**src/rtl/seq_scheduler.sv**
```systemverilog
// Frame-level run controller for the audio sequencer: starts one program run per
// sample frame, watches done/error/timeout, drains, and gates host coefficient writes.
module seq_scheduler #(
    parameter int FRAME_W   = 4,
    parameter int CODE_W    = 8,
    parameter int TIMEOUT_W = 10
) (
    input  logic                 ck,
    input  logic                 rst,
    input  logic                 enable,
    input  logic                 sample_stb,
    output logic                 seq_run,
    output logic [FRAME_W-1:0]   frame,
    input  logic                 seq_done,
    input  logic                 seq_error,
    input  logic                 host_req,
    input  logic [CODE_W-1:0]    host_addr,
    input  logic [31:0]          host_data,
    output logic                 host_ack,
    output logic                 coef_we,
    output logic [CODE_W-1:0]    coef_waddr,
    output logic [31:0]          coef_wdata,
    output logic                 busy,
    output logic                 frame_done,
    output logic                 err_sticky,
    output logic                 timeout_sticky,
    output logic [7:0]           overrun_count,
    output logic [TIMEOUT_W-1:0] last_cycles
);

    typedef enum logic [1:0] {S_IDLE, S_RUN, S_DRAIN} state_t;

    localparam logic [TIMEOUT_W-1:0] RUN_MAX = {TIMEOUT_W{1'b1}};

    state_t               state_q, state_d;
    logic [FRAME_W-1:0]   frame_ctr_q, frame_ctr_d;
    logic [FRAME_W-1:0]   frame_q, frame_d;
    logic [TIMEOUT_W-1:0] run_cnt_q, run_cnt_d;
    logic [TIMEOUT_W-1:0] last_q, last_d;
    logic                 drain_cnt_q, drain_cnt_d;
    logic                 seq_run_q, seq_run_d;
    logic                 host_ack_q, host_ack_d;
    logic                 coef_we_q, coef_we_d;
    logic [CODE_W-1:0]    coef_waddr_q, coef_waddr_d;
    logic [31:0]          coef_wdata_q, coef_wdata_d;
    logic                 busy_q;
    logic                 frame_done_q, frame_done_d;
    logic                 err_q, err_d;
    logic                 tmo_q, tmo_d;
    logic [7:0]           ovr_q, ovr_d;

    logic start, run_exit, drain_last;

    assign start      = (state_q == S_IDLE) && sample_stb && enable;
    assign run_exit   = (state_q == S_RUN) && (seq_done || seq_error || (run_cnt_q == RUN_MAX));
    assign drain_last = (state_q == S_DRAIN) && drain_cnt_q;

    // All state moves on the falling edge; the sequencer samples on the rising edge.
    always_ff @(negedge ck) begin
        if (rst) begin
            state_q      <= S_IDLE;
            frame_ctr_q  <= '0;
            frame_q      <= '0;
            run_cnt_q    <= '0;
            last_q       <= '0;
            drain_cnt_q  <= 1'b0;
            seq_run_q    <= 1'b0;
            host_ack_q   <= 1'b0;
            coef_we_q    <= 1'b0;
            coef_waddr_q <= '0;
            coef_wdata_q <= '0;
            busy_q       <= 1'b0;
            frame_done_q <= 1'b0;
            err_q        <= 1'b0;
            tmo_q        <= 1'b0;
            ovr_q        <= '0;
        end else begin
            state_q      <= state_d;
            frame_ctr_q  <= frame_ctr_d;
            frame_q      <= frame_d;
            run_cnt_q    <= run_cnt_d;
            last_q       <= last_d;
            drain_cnt_q  <= drain_cnt_d;
            seq_run_q    <= seq_run_d;
            host_ack_q   <= host_ack_d;
            coef_we_q    <= coef_we_d;
            coef_waddr_q <= coef_waddr_d;
            coef_wdata_q <= coef_wdata_d;
            busy_q       <= (state_d != S_IDLE);
            frame_done_q <= frame_done_d;
            err_q        <= err_d;
            tmo_q        <= tmo_d;
            ovr_q        <= ovr_d;
        end
    end

    always_comb begin
        state_d = state_q;
        case (state_q)
            S_IDLE:  if (start)      state_d = S_RUN;
            S_RUN:   if (run_exit)   state_d = S_DRAIN;
            S_DRAIN: if (drain_last) state_d = S_IDLE;
            default:                 state_d = S_IDLE;
        endcase
    end

    always_comb begin
        frame_ctr_d  = frame_ctr_q + FRAME_W'(sample_stb);
        frame_d      = frame_q;
        run_cnt_d    = run_cnt_q;
        last_d       = last_q;
        drain_cnt_d  = drain_cnt_q;
        seq_run_d    = seq_run_q;
        host_ack_d   = 1'b0;
        coef_we_d    = 1'b0;
        coef_waddr_d = coef_waddr_q;
        coef_wdata_d = coef_wdata_q;
        frame_done_d = 1'b0;
        err_d        = err_q;
        tmo_d        = tmo_q;
        ovr_d        = ovr_q;
        case (state_q)
            S_IDLE: begin
                // A frame start beats a pending host write; the host simply waits.
                if (start) begin
                    frame_d   = frame_ctr_q;
                    run_cnt_d = '0;
                    seq_run_d = 1'b1;
                end else if (host_req && !host_ack_q) begin
                    coef_we_d    = 1'b1;
                    host_ack_d   = 1'b1;
                    coef_waddr_d = host_addr;
                    coef_wdata_d = host_data;
                end
            end
            S_RUN: begin
                if (run_exit) begin
                    seq_run_d   = 1'b0;
                    last_d      = run_cnt_q;
                    drain_cnt_d = 1'b0;
                    if (seq_error) err_d = 1'b1;
                    if (!seq_done && !seq_error) tmo_d = 1'b1;
                end else begin
                    run_cnt_d = run_cnt_q + 1'b1;
                end
            end
            S_DRAIN: begin
                drain_cnt_d = drain_cnt_q + 1'b1;
                if (drain_last) frame_done_d = 1'b1;
            end
            default: ;
        endcase
        if ((state_q != S_IDLE) && sample_stb && (ovr_q != 8'hFF))
            ovr_d = ovr_q + 8'd1;
    end

    assign seq_run        = seq_run_q;
    assign frame          = frame_q;
    assign host_ack       = host_ack_q;
    assign coef_we        = coef_we_q;
    assign coef_waddr     = coef_waddr_q;
    assign coef_wdata     = coef_wdata_q;
    assign busy           = busy_q;
    assign frame_done     = frame_done_q;
    assign err_sticky     = err_q;
    assign timeout_sticky = tmo_q;
    assign overrun_count  = ovr_q;
    assign last_cycles    = last_q;

endmodule
```
**config.mk**
```make
export PLATFORM = sky130hd
export DESIGN_NAME = seq_scheduler
export DESIGN_NICKNAME = d
export VERILOG_FILES = /design/src/rtl/seq_scheduler.sv
export SDC_FILE = /design/constraint.sdc
export NUM_CORES = 1
export LEC_CHECK = 0
export BUFFER_PORTS_ARGS = -buffer_cell sky130_fd_sc_hd__buf_2
export CORE_ASPECT_RATIO = 0.8
export CORE_MARGIN = 5
export CORE_UTILIZATION = 45
export CTS_BUF_LIST = sky130_fd_sc_hd__clkbuf_16
export DETAILED_ROUTE_END_ITERATION = 10
export PLACE_DENSITY = 0.71
export SYNTH_ARGS = -nofsm -noshare
export SYNTH_HDL_FRONTEND = slang
export SYNTH_SLANG_ARGS = --single-unit
```
**constraint.sdc**
```tcl
create_clock -name ck -period 4.2 [get_ports ck]
set_input_delay 0.42 -clock ck [delete_from_list [all_inputs] [get_ports ck]]
set_output_delay 0.42 -clock ck [all_outputs]
set_load 0.05 [all_outputs]
```
# [Yosys cells after proc, flatten, opt, wreduce, memory -nomap -nowiden]
# Cells that the tools add are included.
[totals] ff_bits=85 inputBits=47 output_inout_bits=69 word_cells=70
[classes] add_sub_neg=4 n_eq_ne=7 muxes=13 n_bitwise=3 n_reduce_logical=28
[op_table] cell="$mux W10" count=2
[op_table] cell="$pmux W10 S2" count=1
[op_table] cell="$reduce_and A3 Y1" count=5
[op_table] cell="$add A10 B1 Y10 const B" count=1
[op_table] cell="$eq A10 B10 Y1 const B" count=1
[op_table] cell="$add A8 B1 Y8 const B" count=1
[op_table] cell="$logic_and A1 B1 Y1" count=8
[op_table] cell="$ne A8 B8 Y1 const B" count=1
[op_table] cell="$reduce_bool A2 Y1" count=4
[op_table] cell="$mux W2" count=3
[op_table] cell="$ne A2 B2 Y1 const B" count=3
[op_table] cell="$pmux W2 S3" count=1
[op_table] cell="$reduce_and A2 Y1" count=3
[op_table] cell="$add A4 B1 Y4" count=1
[op_table] cell="$mux W1" count=4
[op_table] cell="$pmux W1 S2" count=2
[op_table] cell="$logic_not A1 Y1" count=3
[op_table] cell="$not A1 Y1" count=3
[op_table] cell="$reduce_or A3 Y1" count=1
[op_table] cell="$eq A2 B1 Y1 const B" count=1
[op_table] cell="$eq A2 B2 Y1 const B" count=1
[op_table] cell="$logic_not A2 Y1" count=1
[op_table] cell="$logic_or A1 B1 Y1" count=2
[op_table] cell="$reduce_or A2 Y1" count=1
[op_table] cell="$add A1 B1 Y1 const B" count=1

# [Longest topological paths before layout]
[logic_depth] word_depth=6 ltp_mapped=7 mapped_depth_nobuf=5

==> impl_metrics.ini <==
[setup_path]
critPathMaxStageDelay_ps = 420
critical_path.max_fanout = 6
crit_type = flip-flop to output pin
crit_arrival_ps = 3220
critPathBufInv = 1
crit_slowest_cell = dfxtp_1
startpoint_type = flip-flop
cp_top_family = flip-flops
cp_data_required_time_ps = 3780
endpoint_kind = output pin
worstPathCellList = buf_2

[clocking]
ctsHoldBuffers = 0
clkSinkCount = 85
cts-root-buf = clkbuf_16
cts.repair.resized = 0
cts_max_path_buffers = 2
cts_buffers = 9
cts_max_level = 3
clk_latency_ps = 400
cts_tree = built
clk_pin_slew_ps = 40
postCtsSetupBuffers = 0

[grt]
grt_pass1_vias = 3440
grt_use_total = 0.192
grt_pass1_wl_um = 14700
antenna_found_initial = 0
grt_overflow = 0
grt_max_degree = 42

[outcome]
status = complete, no violations

[timing]
setup_slack_ps = 561
relSlewSlack = 0.464
maxSlewViolCount = 0
hold_viol_final = 0
setup_viol = 0
worstMarginPinSlew_ps = 802
rsz0062_at_grt = no
final.setup.tns_ps = 0
fin_worst_skew_ps = 18.2

[floorplan]
die_y_um = 87.8
start_util = 0.460
core-area_um2 = 7390
dieArea_um2 = 9410
die-width_um = 107
num_rows = 28
io_pins = 116

[synthesis]
ys_seq_area_frac = 0.500
synth_area_leaders = dfxtp_1, nand2_1, a21oi_1, nand3_1, clkbuf_1
netlist_instances = 405
yosysTopAreaCellShare = 0.500
ys_seq_elements = 85
synth_top_area_cell = dfxtp_1
ys_warn_count = 0
synth_area_um2 = 3400
synth_edf_count = 0
synthArstFlopShare = 0
syn_nets = 456
syn_avg_cell_area_um2 = 8.40
ys.flop_type = dfxtp_1
ys_types = 50

[final_layout]
areaGrowthSynthToFinish_pct = 36.3
nNetsFinal = 645
final_util = 0.627
n_fill_cell = 691
drive_above_1_share = 0.244
n_antenna_cell = 0

[power_and_ir_drop]
p_leak_nw = 2.31
peakVddDrop_mv = 0.284
power.density_nw_per_um2 = 467

[route]
drt_wl_total_um = 8860
via_per_inst = 4.93
wl_per_cell_um = 12.6
dr.pass1.iters = 4
drt_iter0_markers = 159
drtAntennaViolNets = 0
drc = 0
num_vias = 3471

[placement]
io_buffers = 115
dp_hpwl_um = 6130
gp_congestion = 0.807
preCtsSetupSlack_ps = 306

[flow_run]
drv_cap = 0

[min_path]
hold_path_class = flip-flop to flip-flop
-- area by class of cell --
type / instances / area (µm²) / area share
well taps: 105 / 131 / 0.0283
clock inverters: 92 / 367 / 0.0791
inverters: 3 / 11.3 / 0.00243
repair buffers: 121 / 633 / 0.137
multi-input cells: 289 / 1570 / 0.338
clock buffers: 9 / 225 / 0.0486
flip-flops and latches: 85 / 1700 / 0.367
-- stage by stage --
| step | total power [W] | cell area (µm²) | hold WS [ps] | cells |
|---|---|---|---|---|
| 2_1_floorplan | 0.00119 | 3400 | 436 | 405 |
| 3_3_place_gp | 0.00127 | 4050 | 439 | 604 |
| 3_5_place_dp | 0.00127 | 4050 | 443 | 604 |
| 4_1_cts | 0.00222 | 4630 | 447 | 704 |
| 5_1_grt | 0.00235 | 4630 | 469 | 704 |
| 6_report | 0.00217 | 4630 | 445 | 704 |
-- cells by family (layout without fill, tap and decap cells) --
kind of cell / count (synthesis) / after routing / synth area share
buffers and inverters: 31 / 225 / 0.0412
AOI/OAI and AO/OA: 98 / 98 / 0.168
and+or+nand+nor: 175 / 175 / 0.243
muxes: 5 / 5 / 0.0147
xor gates and xnor gates: 7 / 7 / 0.0180
adders and majority gates: 4 / 4 / 0.0147
DFF: 85 / 85 / 0.500
-- report_power, final --
group / leakage (nW) / switching, W / internal, W
logic: 1.03 / 0.000196 / 0.0000725
registers: 0.691 / 0.0000194 / 0.000846
clock network: 0.591 / 0.000522 / 0.000510
-- per-layer routing --
layer | GRT usage | up-vias | wire (µm)
li1 | - | 1775 | -
met1 | 0.219 | 1554 | 3870
met2 | 0.287 | 131 | 4020
met3 | 0.108 | 11 | 870
met4 | 0.107 | 0 | 96
met5 | 0 | - | 0
-- cells in the final DEF, fill, tap and decap left out, types with 3 or more instances in the layout --
cell type and instances:
buf_2 115, nor3_1 5, xnor2_1 6, a211oi_1 3, dfxtp_1 85, nand2_1 103
o211ai_1 5, buf_4 5, a31oi_1 3, clkbuf_16 9, o21a_1 3, ha_1 4
inv_1 88, a21oi_1 60, nor2_1 19, and4_1 3, nand3_1 16, o21ai_0 9
mux2i_1 5, nor2b_1 4, or3_1 5
-- synth_stat cells (4+ instances only) --
cell type / count
mux2i_1: 5
or3_1: 5
ha_1: 4
nand2_1: 103
buf_2: 4
nor2b_1: 4
nand3_1: 16
xnor2_1: 6
o211ai_1: 5
dfxtp_1: 85
a21oi_1: 60
nor3_1: 5
clkbuf_1: 19
nor2_1: 19
o21ai_0: 9
-- path summary, 6_finish.rpt --
path	from	end	slack [ps]	cells after the start
max	overrun_count[3]$_SDFFE_NP0P_	overrun_count[3]	560	1
min	coef_wdata[30]$_SDFFE_NP0P_	coef_wdata[30]$_SDFFE_NP0P_	440	2
max reg2reg	run_cnt_q[0]$_SDFFE_NP0P_	last_cycles[1]$_SDFFE_NP0P_	2130	5
min reg2reg	coef_wdata[30]$_SDFFE_NP0P_	coef_wdata[30]$_SDFFE_NP0P_	440	2
-- state kept, by name (all words and copies together), names as in the netlist --
name / count
frame_ctr_q: 4
busy: 1
coef_waddr: 8
coef_wdata: 32
coef_we: 1
timeout_sticky: 1
run_cnt_q: 10
drain_cnt_q: 1
overrun_count: 8
seq_run: 1
last_cycles: 10
frame_done: 1
err_sticky: 1
state_q: 2
frame: 4
No activity file was read; power rests on OpenSTA's default activity.
